**config.mk**
```make
export PLATFORM = sky130hd
export DESIGN_NAME = vedic_mac_acc_flat
export DESIGN_NICKNAME = d
export VERILOG_FILES = /design/src/rtl/vedic_pkg.sv /design/src/rtl/vedic_mac_acc_if.sv /design/src/rtl/vedic_mac_acc.sv /design/src/flat_wrapper.sv
export SDC_FILE = /design/constraint.sdc
export NUM_CORES = 1
export LEC_CHECK = 0
export ABC_AREA = 1
export CORE_UTILIZATION = 42
export CTS_CLUSTER_DIAMETER = 100
export DETAILED_ROUTE_END_ITERATION = 6
export SYNTH_ARGS = -nofsm -noshare
export SYNTH_HDL_FRONTEND = slang
export SYNTH_SLANG_ARGS = --single-unit
```
**constraint.sdc**
```tcl
create_clock -name clk -period 2.9 [get_ports clk]
set_clock_uncertainty 0.15 [all_clocks]
set_input_delay 0.29 -clock clk [delete_from_list [all_inputs] [get_ports clk]]
set_output_delay 0.29 -clock clk [all_outputs]
set_load 0.05 [all_outputs]
```
**src/rtl/vedic_pkg.sv**
```systemverilog
// Shared constants and state encoding for the Vedic multiplier datapath.
package vedic_pkg;

    localparam int unsigned PROD_W = 16;
    localparam int unsigned OPND_W = 8;

    typedef enum logic {
        ACC  = 1'b0,
        HOLD = 1'b1
    } state_e;

endpackage

```
**src/rtl/vedic_mac_acc_if.sv**
```systemverilog
// Product-in / block-result-out handshake bundle of the MAC accumulation stage.
interface vedic_mac_acc_if
    import vedic_pkg::*;
#(
    parameter int unsigned ACC_W = 24,
    parameter int unsigned LEN_W = 8
);

    logic                in_valid;
    logic                in_ready;
    logic [0:PROD_W-1]   in_prod;    // bit 0 is the MSB, matching the multiplier output
    logic                in_last;
    logic                out_valid;
    logic                out_ready;
    logic [ACC_W-1:0]    out_sum;
    logic [LEN_W-1:0]    out_count;
    logic                out_ovf;

    modport master (
        output in_valid, in_prod, in_last, out_ready,
        input  in_ready, out_valid, out_sum, out_count, out_ovf
    );

    modport slave (
        input  in_valid, in_prod, in_last, out_ready,
        output in_ready, out_valid, out_sum, out_count, out_ovf
    );

endinterface

```
**src/rtl/vedic_mac_acc.sv**
```systemverilog
// Accumulates blocks of 16-bit products delimited by in_last and presents one
// registered sum/count/overflow result per block.
module vedic_mac_acc
    import vedic_pkg::*;
#(
    parameter int unsigned ACC_W = 24,
    parameter int unsigned LEN_W = 8
) (
    input  logic            clk,
    input  logic            rst_n,
    vedic_mac_acc_if.slave  bus
);

    state_e             state_q;
    logic [ACC_W-1:0]   acc_q;
    logic [LEN_W-1:0]   cnt_q;
    logic               ovf_q;
    logic [ACC_W-1:0]   sum_q;
    logic [LEN_W-1:0]   count_q;
    logic               res_ovf_q;

    logic               beat_c;
    logic [ACC_W:0]     add_c;
    logic [LEN_W-1:0]   cnt_inc_c;
    logic               ovf_inc_c;

    // Next accumulator value with carry, saturating count and sticky overflow.
    always_comb begin
        beat_c    = bus.in_valid && (state_q == ACC);
        add_c     = {1'b0, acc_q} + (ACC_W+1)'(bus.in_prod);
        cnt_inc_c = (&cnt_q) ? cnt_q : cnt_q + LEN_W'(1);
        ovf_inc_c = ovf_q | add_c[ACC_W];
    end

    always_ff @(posedge clk or negedge rst_n) begin
        if (!rst_n) begin
            state_q   <= ACC;
            acc_q     <= '0;
            cnt_q     <= '0;
            ovf_q     <= 1'b0;
            sum_q     <= '0;
            count_q   <= '0;
            res_ovf_q <= 1'b0;
        end else if (state_q == HOLD) begin
            if (bus.out_ready) begin
                state_q <= ACC;
            end
        end else if (beat_c) begin
            if (bus.in_last) begin
                sum_q     <= add_c[ACC_W-1:0];
                count_q   <= cnt_inc_c;
                res_ovf_q <= ovf_inc_c;
                acc_q     <= '0;
                cnt_q     <= '0;
                ovf_q     <= 1'b0;
                state_q   <= HOLD;
            end else begin
                acc_q <= add_c[ACC_W-1:0];
                cnt_q <= cnt_inc_c;
                ovf_q <= ovf_inc_c;
            end
        end
    end

    // Handshake flags come straight from the state register.
    assign bus.in_ready  = (state_q == ACC);
    assign bus.out_valid = (state_q == HOLD);
    assign bus.out_sum   = sum_q;
    assign bus.out_count = count_q;
    assign bus.out_ovf   = res_ovf_q;

endmodule
```
**src/flat_wrapper.sv**
```systemverilog
// flat-port wrapper written by rule: the top's interface ports become plain ports
module vedic_mac_acc_flat import vedic_pkg::*;
#(
    parameter int unsigned ACC_W = 24,
    parameter int unsigned LEN_W = 8
)
  (clk, rst_n, bus_in_valid, bus_in_prod, bus_in_last, bus_out_ready, bus_in_ready, bus_out_valid, bus_out_sum, bus_out_count, bus_out_ovf);
  vedic_mac_acc_if #(.ACC_W(ACC_W), .LEN_W(LEN_W)) bus_i ();
  input  logic clk;
  input  logic rst_n;
  input wire logic [$bits(bus_i.in_valid)-1:0] bus_in_valid;
  input wire logic [$bits(bus_i.in_prod)-1:0] bus_in_prod;
  input wire logic [$bits(bus_i.in_last)-1:0] bus_in_last;
  input wire logic [$bits(bus_i.out_ready)-1:0] bus_out_ready;
  output wire logic [$bits(bus_i.in_ready)-1:0] bus_in_ready;
  output wire logic [$bits(bus_i.out_valid)-1:0] bus_out_valid;
  output wire logic [$bits(bus_i.out_sum)-1:0] bus_out_sum;
  output wire logic [$bits(bus_i.out_count)-1:0] bus_out_count;
  output wire logic [$bits(bus_i.out_ovf)-1:0] bus_out_ovf;
  assign bus_i.in_valid = bus_in_valid;
  assign bus_i.in_prod = bus_in_prod;
  assign bus_i.in_last = bus_in_last;
  assign bus_i.out_ready = bus_out_ready;
  assign bus_in_ready = bus_i.in_ready;
  assign bus_out_valid = bus_i.out_valid;
  assign bus_out_sum = bus_i.out_sum;
  assign bus_out_count = bus_i.out_count;
  assign bus_out_ovf = bus_i.out_ovf;
  vedic_mac_acc #(.ACC_W(ACC_W), .LEN_W(LEN_W)) u_core (.clk(clk), .rst_n(rst_n), .bus(bus_i));
endmodule
```
# Word level (Yosys, flattened, before mapping)
# Index checks and enable logic that the tools add are counted.
# Widths: inputs -> output; s select.
dict set report word_totals {
  wordCells 23
  register_bits 67
}
dict set report op_classes {
  add_sub_neg 2
  n_reduce_logical 4
  muxes 8
  n_bitwise 2
}
# cell n
set op_table {}
lappend op_table {{$add 24x16->25} 1}
lappend op_table {{$mux 24} 1}
lappend op_table {{$mux 8} 2}
lappend op_table {{$add 8x1->8 const B} 1}
lappend op_table {{$reduce_and 8->1} 1}
lappend op_table {{$mux 1} 5}
lappend op_table {{$reduce_and 3->1} 1}
lappend op_table {{$reduce_and 2->1} 1}
lappend op_table {{$logic_and 1x1->1} 1}
lappend op_table {{$not 1->1} 1}
lappend op_table {{$or 1x1->1} 1}

# Logic depth before layout (Yosys ltp)
# Gate-level depths: netlist of the first run.
dict set report logic_depth {
  depth_word 4
  mapped_depth 13
  ltp_nobuf 13
}

# Least setup slack after synthesis of the first run
# No wires, ideal clock.
dict set report synth_path {
  path_type {register -> register}
  start {register u_core.state_q (netlist: u_core.bus.out_valid)}
  end {register u_core.sum_q[1] (netlist: u_core.bus.out_sum[1])}
  arrival_ns 1.760
  setup_ns 0.133
  path_buffers 1
  slack_ns 0.857
  required_ns 2.617
  stages_incl_launch_ff 8
  period_less_slack_ns 2.043
  cell_sequence {dfrtp_1 > inv_1 > nand2_1 > nor2_2 > inv_2 > clkbuf_1 > nand2_1 > o21ai_0}
}
dict set report synth_between {
  elab_chain_len 3
}
# item line_no
set synth_lines {}
lappend synth_lines {{from (decl)} vedic_mac_acc.sv:14} ;# state_e state_q;
lappend synth_lines {{from (signal assigned)} vedic_mac_acc.sv:37} ;# state_q <= ACC;
lappend synth_lines {{from (signal assigned)} vedic_mac_acc.sv:46} ;# state_q <= ACC;
lappend synth_lines {{from (signal assigned)} vedic_mac_acc.sv:56} ;# state_q <= HOLD;
lappend synth_lines {{$not 1->1 (no source line) *} n/a}
lappend synth_lines {{net bus_in_ready} flat_wrapper.sv:15} ;# output wire logic [$bits(bus_i.in_ready)-1:0] bus_in_ready;
lappend synth_lines {{$logic_and 1x1->1} vedic_mac_acc.sv:29} ;# beat_c = bus.in_valid && (state_q == ACC);
lappend synth_lines {{$reduce_and 3->1 (no source line) *} n/a}
lappend synth_lines {{to (signal assigned)} vedic_mac_acc.sv:50} ;# sum_q <= add_c[ACC_W-1:0];
lappend synth_lines {{to (decl)} vedic_mac_acc.sv:18} ;# logic [ACC_W-1:0] sum_q;
# The timed path passes the listed nets; every way through them passes the cells marked *.
# A chain may end at the register's enable or synchronous reset.

# Final worst setup path of the first run
dict set report layout_path {
  start {input port bus_in_prod[0]}
  end {register u_core.acc_q[16]}
}
dict set report layout_between {
  elab_chain_len 2
}
# item line_no
set layout_lines {}
lappend layout_lines {{from (decl)} flat_wrapper.sv:12} ;# input wire logic [$bits(bus_i.in_prod)-1:0] bus_in_prod;
lappend layout_lines {{$add 24x16->25} vedic_mac_acc.sv:30} ;# add_c = {1'b0, acc_q} + (ACC_W+1)'(bus.in_prod);
lappend layout_lines {{$mux 24} vedic_mac_acc.sv:49} ;# if (bus.in_last) begin
lappend layout_lines {{to (signal assigned)} vedic_mac_acc.sv:58} ;# acc_q <= add_c[ACC_W-1:0];
lappend layout_lines {{to (decl)} vedic_mac_acc.sv:15} ;# logic [ACC_W-1:0] acc_q;
# Every way passes these cells.

==> flow_summary.json, run 1 <==
{
  "status": "completed",
  "cp.arrival_ns": 2.27,
  "worst_ir_drop_vdd_mv": 0.433,
  "ios": 56,
  "grt_pass1_vias": 3891,
  "power_uw": 4310,
  "overflow": 0,
  "slew_headroom_pct": 50.0,
  "post-route-min-period_ns": 2.19,
  "viasPerCell": 4.88,
  "cts_tree": "done",
  "path_cells": "clkdlybuf4s50_1 -> ha_1 -> inv_1 -> fa_1 -> nor2_1 -> nor2_1 -> o21ai_2 -> nand2_1 -> nand2_1 -> nand2_1 -> nand3_1 -> nand2_1",
  "syn_nets": 635,
  "drtIter0Drc": 158,
  "coreArea_um2": 9420,
  "critPathMaxStageDelay_ns": 0.46,
  "critPathTopFamily": "adder cells",
  "cp_max_fo": 3,
  "crit_type": "input port to flip-flop",
  "drc_errors": 0,
  "fin_cells": 790,
  "finalSetupViolations": 0,
  "nNetsFinal": 695,
  "ys_types": 32,
  "fmax_mhz": 457,
  "fin_tns_setup_ns": 0,
  "tightest_slew_ns": 0.749,
  "syn_area_um2": 4150,
  "post-route-period-util_pct": 75.4,
  "wl_per_cell_um": 13.6,
  "track_usage_pct": 23.1,
  "placed_area_um2": 4850,
  "syn_inst": 596,
  "cap_violations": 0,
  "first_pass_iters": 4,
  "synth-async-reset-ratio_pct": 100,
  "synth_flop_cell": "dfrtp_1",
  "pre_cts_ws_ns": 0.337,
  "power_leakage_uw": 0.00269,
  "place.gp.congestion": 0.886,
  "hpwl_mm": 8.05,
  "final.setup.worst_slack_ns": 0.713,
  "nFillCells": 935,
  "clk-insertion-delay-late_ns": 0.35,
  "initial_core_util_pct": 44.0,
  "yosysWarningCount": 0,
  "synth_seq_cells": 67,
  "rows": 35,
  "end_kind": "flip-flop",
  "h-tree-depth": 3,
  "slowest_stage": "clkdlybuf4s50_1",
  "yosysSeqAreaShare_pct": 40.4,
  "route.antenna.remaining_nets": 0,
  "synth_edf_count": 0,
  "clock_sinks": 67,
  "fp.dieW_um": 101,
  "dieArea_um2": 10300,
  "hold_viol": 0,
  "hold_path.class": "flip-flop to flip-flop",
  "grt_pass1_wl_mm": 18.2,
  "die_h_um": 101,
  "vias": 3856,
  "syn2layout_area_growth_pct": 22.8,
  "path_clk_slew_ns": 0.07,
  "dp.cells": 773,
  "synth_area_per_cell_um2": 6.96,
  "startpoint": "bus_in_prod[0]",
  "antenna_found_initial": 0,
  "cts_buffers": 9,
  "cts_buffer_depth": 2,
  "clockRootBuffer": "clkbuf_8",
  "design_area_um2": 5090,
  "hold_path.startpoint": "u_core.bus.out_count[5]",
  "rsz0062_at_grt": "no",
  "io_buffers": 55,
  "start_kind": "input port",
  "grt_max_degree": 46,
  "wl_mm": 10.7,
  "power_density_nw_per_um2": 848,
  "layout-drive-gt1-share_pct": 6.20,
  "cpMostUsedCell": "nand2_1",
  "drv_slew": 0,
  "r2r_start": "u_core.acc_q[0]",
  "required_ns": 2.99,
  "num_antenna_cells": 0,
  "path_buf_inv": 2
}
## worst min-delay path, delay by kind of cell (launching register included)
family | cells | cell delay [ns]
flip-flops | 1 | 0.35
AND/OR/NAND/NOR | 2 | 0.10
## cell usage after synthesis (4+ instances only)
master	number	area, µm²
nand4_1	7	43.8
o21ai_2	4	35.0
buf_2	6	30.0
xor2_1	5	43.8
nand2_1	253	950
ha_1	17	213
nand3b_1	5	37.5
o21ai_0	22	110
dfrtp_1	67	1680
nand3_1	56	280
nor2_2	5	31.3
xnor2_1	5	43.8
a21oi_1	7	35.0
nor2_1	33	124
inv_1	73	274
clkbuf_1	5	18.8
## cell families after synthesis
group	after synthesis	share of synthesized area, %
xor+xnor	10	2.11
buf+inv	87	8.06
compound gates	42	5.92
flops	67	40.4
fa+ha+maj	18	5.61
simple gates	372	37.9
## power breakdown
part	leakage, µW	switching (µW)	internal, µW	total, µW
clock	0.000117	398	517	915
combinational	0.00169	1390	690	2080
sequential	0.000887	155	1160	1320
## placed cells by master, fill, tap and decap left out, types with 2 or more instances in the layout
cell type,netlist,final
bufinv_16,0,2
clkdlybuf4s50_1,0,54
inv_1,73,73
a21oi_1,7,7
a22o_1,2,2
inv_6,0,2
ha_1,17,17
nand2_2,2,2
nand3_1,56,56
or2_1,3,3
clkinv_4,0,2
xor2_1,5,5
xnor2_1,5,5
nand3b_1,5,5
or2_2,2,2
buf_4,0,3
o21ai_2,4,4
nand4_1,7,7
nor2_1,33,33
nand2_1,253,253
inv_2,3,3
o21ai_0,22,22
dfrtp_1,67,67
o21ai_1,3,3
clkbuf_8,0,10
and2_1,2,2
nor2_2,5,5
## area by class of cell
cell class              count  area [µm²]  area share [%]
clock buffers              10         138            2.70
multi-input cells         442        2130            41.9
well taps                 129         161            3.17
flip-flops and latches     67        1680            32.9
clock inverters             6        95.1            1.87
repair buffers             60         598            11.8
inverters                  76         285            5.61
## sequential cells by signal, indices dropped and copies added, names as in the netlist
| name | count |
|---|---|
| u_core.bus.out_valid | 1 |
| u_core.bus.out_sum | 24 |
| u_core.ovf_q | 1 |
| u_core.acc_q | 24 |
| u_core.bus.out_ovf | 1 |
| u_core.bus.out_count | 8 |
| u_core.cnt_q | 8 |
## metal layers
| metal | vias to the layer above | track usage (%) | routed length [µm] |
|---|---|---|---|
| met5 | - | 0 | 0 |
| met4 | 0 | 9.14 | 129 |
| met3 | 10 | 3.38 | 418 |
| met2 | 76 | 39.3 | 5100 |
| met1 | 1788 | 29.5 | 5070 |
| li1 | 1982 | - | - |
## worst paths after layout
check | endpoint | slack [ns] | depth (start not counted)
setup / recovery | u_core.acc_q[16] | 0.71 | 12
hold / removal | u_core.bus.out_count[5] | 0.33 | 2
setup reg to reg | u_core.acc_q[16] | 0.73 | 11
hold reg to reg | u_core.bus.out_count[5] | 0.33 | 2
max in group asynchronous | u_core.acc_q[21] | 1.56 | 3
min in group asynchronous | u_core.bus.out_sum[0] | 0.38 | 2
## metrics by stage
stage          util [%]  hold slack [ns]
2_1_floorplan         -           -0.156
3_3_place_gp       51.5            0.231
3_5_place_dp       51.5            0.242
4_1_cts            54.0            0.336
5_1_grt            54.0            0.349
6_report           54.0            0.329
## repair_timing
item,CTS,global route
buffers inserted,0,0
hold buffers,1,0
endpoints found under the hold margin,29,0
gates resized for setup,0,0
No activity file was read; power rests on OpenSTA's default activity.
==> run 2: changes to the inputs <==
--- a/config.mk
+++ b/config.mk
@@ -9,6 +9,7 @@
 export CORE_UTILIZATION = 42
 export CTS_CLUSTER_DIAMETER = 100
 export DETAILED_ROUTE_END_ITERATION = 6
+export PLACE_DENSITY = 0.66
 export SYNTH_ARGS = -nofsm -noshare
 export SYNTH_HDL_FRONTEND = slang
 export SYNTH_SLANG_ARGS = --single-unit
==> constraint.sdc (replaced) <==
create_clock -name clk -period 1.8 [get_ports clk]
set_clock_uncertainty 0.15 [all_clocks]
set_input_delay 0.18 -clock clk [delete_from_list [all_inputs] [get_ports clk]]
set_output_delay 0.18 -clock clk [all_outputs]
set_load 0.05 [all_outputs]
==> run 2 against run 1 <==
- the run now ends with negative setup slack left
- global-route usage is 3.0 points higher
- die area stayed put
- first-iteration DRC count is 32% higher
- wire length is 21% higher
- sequential power is 64% higher
- clock-buffer cell count is 1 higher
==> flow_summary.json, run 2 (same netlist as run 1, synthesis figures left out) <==
{
  "status": "finished with violations",
  "violations": "negative setup slack",
  "antenna_found_initial": 0,
  "final_common_cell": "nand2_1",
  "finalSetupViolations": 36,
  "vias": 4296,
  "cp.arrival_ns": 2.07,
  "nNetsFinal": 748,
  "hold_path.class": "input port to async pin",
  "grt_pass1_vias": 4182,
  "rows": 35,
  "cts_tree": "done",
  "clkPwrFrac_pct": 14.6,
  "tightest_slew_ns": 0.385,
  "fp.dieW_um": 101,
  "p_int_uw": 4670,
  "pre_cts_ws_ns": -0.509,
  "grt_pass1_wl_mm": 20.3,
  "hold_viol": 0,
  "dieArea_um2": 10300,
  "crit_type": "flip-flop to flip-flop",
  "fmax_mhz": 506,
  "power.share.switching_pct": 46.4,
  "sequentialPowerShare_pct": 24.9,
  "wl_mm": 13.0,
  "ios": 56,
  "end_kind": "flip-flop",
  "post-route-min-period_ns": 1.98,
  "num_antenna_cells": 0,
  "h-tree-depth": 3,
  "drv_slew": 0,
  "grt_max_degree": 68,
  "p_comb_share_pct": 60.5,
  "final_cell_mix": "nand2_1 (194), buf_4 (77), dfrtp_1 (66)",
  "power_density_nw_per_um2": 1400,
  "track_usage_pct": 26.0,
  "drtIter0Drc": 208,
  "worst_ir_drop_vdd_mv": 0.799,
  "viasPerCell": 5.10,
  "rsz0062_at_grt": "yes",
  "clockRootBuffer": "clkbuf_8",
  "place.gp.congestion": 0.899,
  "cp_max_fo": 4,
  "route.antenna.remaining_nets": 0,
  "hpwl_mm": 8.44,
  "clock_sinks": 67,
  "cts_buffers": 9,
  "post-route-period-util_pct": 110,
  "first_pass_iters": 5,
  "io_buffers": 55,
  "layout-drive-gt1-share_pct": 37.3,
  "slew_headroom_pct": 74.3,
  "wl_per_cell_um": 15.5,
  "drc_errors": 0,
  "required_ns": 1.89,
  "syn2layout_area_growth_pct": 50.3,
  "overflow": 0,
  "die_h_um": 101,
  "coreArea_um2": 9420,
  "placed_area_um2": 5080,
  "start_kind": "flip-flop",
  "power_leakage_uw": 0.00317,
  "cap_violations": 0,
  "cts_buffer_depth": 2,
  "design_area_um2": 6230,
  "power.switching_uw": 4050,
  "initial_core_util_pct": 44.0,
  "path_clk_slew_ns": 0.08,
  "final.setup.worst_slack_ns": -0.176,
  "clk-insertion-delay-late_ns": 0.36,
  "holdWs_ns": 0.212
}
run 2: final timing paths:
path | end | cells past startpoint | from | slack [ns]
worst max-delay path | u_core.acc_q[8] | 11 | u_core.acc_q[5] | -0.18
worst min-delay path | u_core.cnt_q[7] | 3 | rst_n | 0.21
worst max register to register | u_core.acc_q[8] | 11 | u_core.acc_q[5] | -0.18
worst min register to register | u_core.bus.out_sum[21] | 2 | u_core.bus.out_sum[21] | 0.33
max in group asynchronous | u_core.bus.out_valid | 3 | rst_n | 0.97
min in group clk | u_core.bus.out_valid | 2 | bus_out_ready | 0.22
run 2: layout make-up:
type,instances,area (µm²)
Sequential cell,67,1680
Clock buffer,11,131
Multi-Input combinational cell,442,2940
Tap cell,129,161
Timing Repair Buffer,113,978
Clock inverter,4,52.6
Fill cell,744,3180
Inverter,76,294
run 2: metal layers:
| metal | global-route usage (%) | part of all wire, % |
|---|---|---|
| met2 | 43.2 | 48 |
| met5 | 0 | 0 |
| met3 | 3.38 | 3.7 |
| met1 | 34.8 | 46 |
| met4 | 9.70 | 2.7 |
run 2: stage by stage:
stage / instances / setup TNS (ns) / util [%] / power (µW)
after CTS: 833 / -2.19 / 61.6 / 7950
after global routing: 842 / -7.33 / 66.2 / 9180
after floorplan: 596 / 0 / - / 4470
final: 842 / -3.76 / 66.2 / 8720
after global placement: 811 / -15.87 / 53.9 / 5750
after detailed placement: 811 / -16.65 / 53.9 / 5800
run 2: worst max-delay path: stages (launching register included):
cell and delay [ns]:
dfrtp_1 0.43, ha_4 0.33, nand2_2 0.06, nand2_2 0.07, buf_4 0.10, nand2_1 0.04
nand2_1 0.13, inv_1 0.09, o21ai_4 0.10, buf_4 0.16, xnor2_2 0.11, o21ai_1 0.07
run 2: power by group through the flow:
stage | Combinational (µW) | Clock, µW | Sequential [µW]
2_1_floorplan | 1650 | 0 | 2830
3_3_place_gp | 3630 | 0 | 2120
3_5_place_dp | 3670 | 0 | 2130
4_1_cts | 4520 | 1270 | 2160
5_1_grt | 5640 | 1330 | 2210
6_report | 5280 | 1270 | 2170
run 2: timing repair:
action                                 CTS  global route
hold buffers                             1             0
buffers inserted                         6            11
pin swaps                               32            49
endpoints found under the hold margin   67             0
resized for setup                       99            99
setup endpoints to repair               42            52
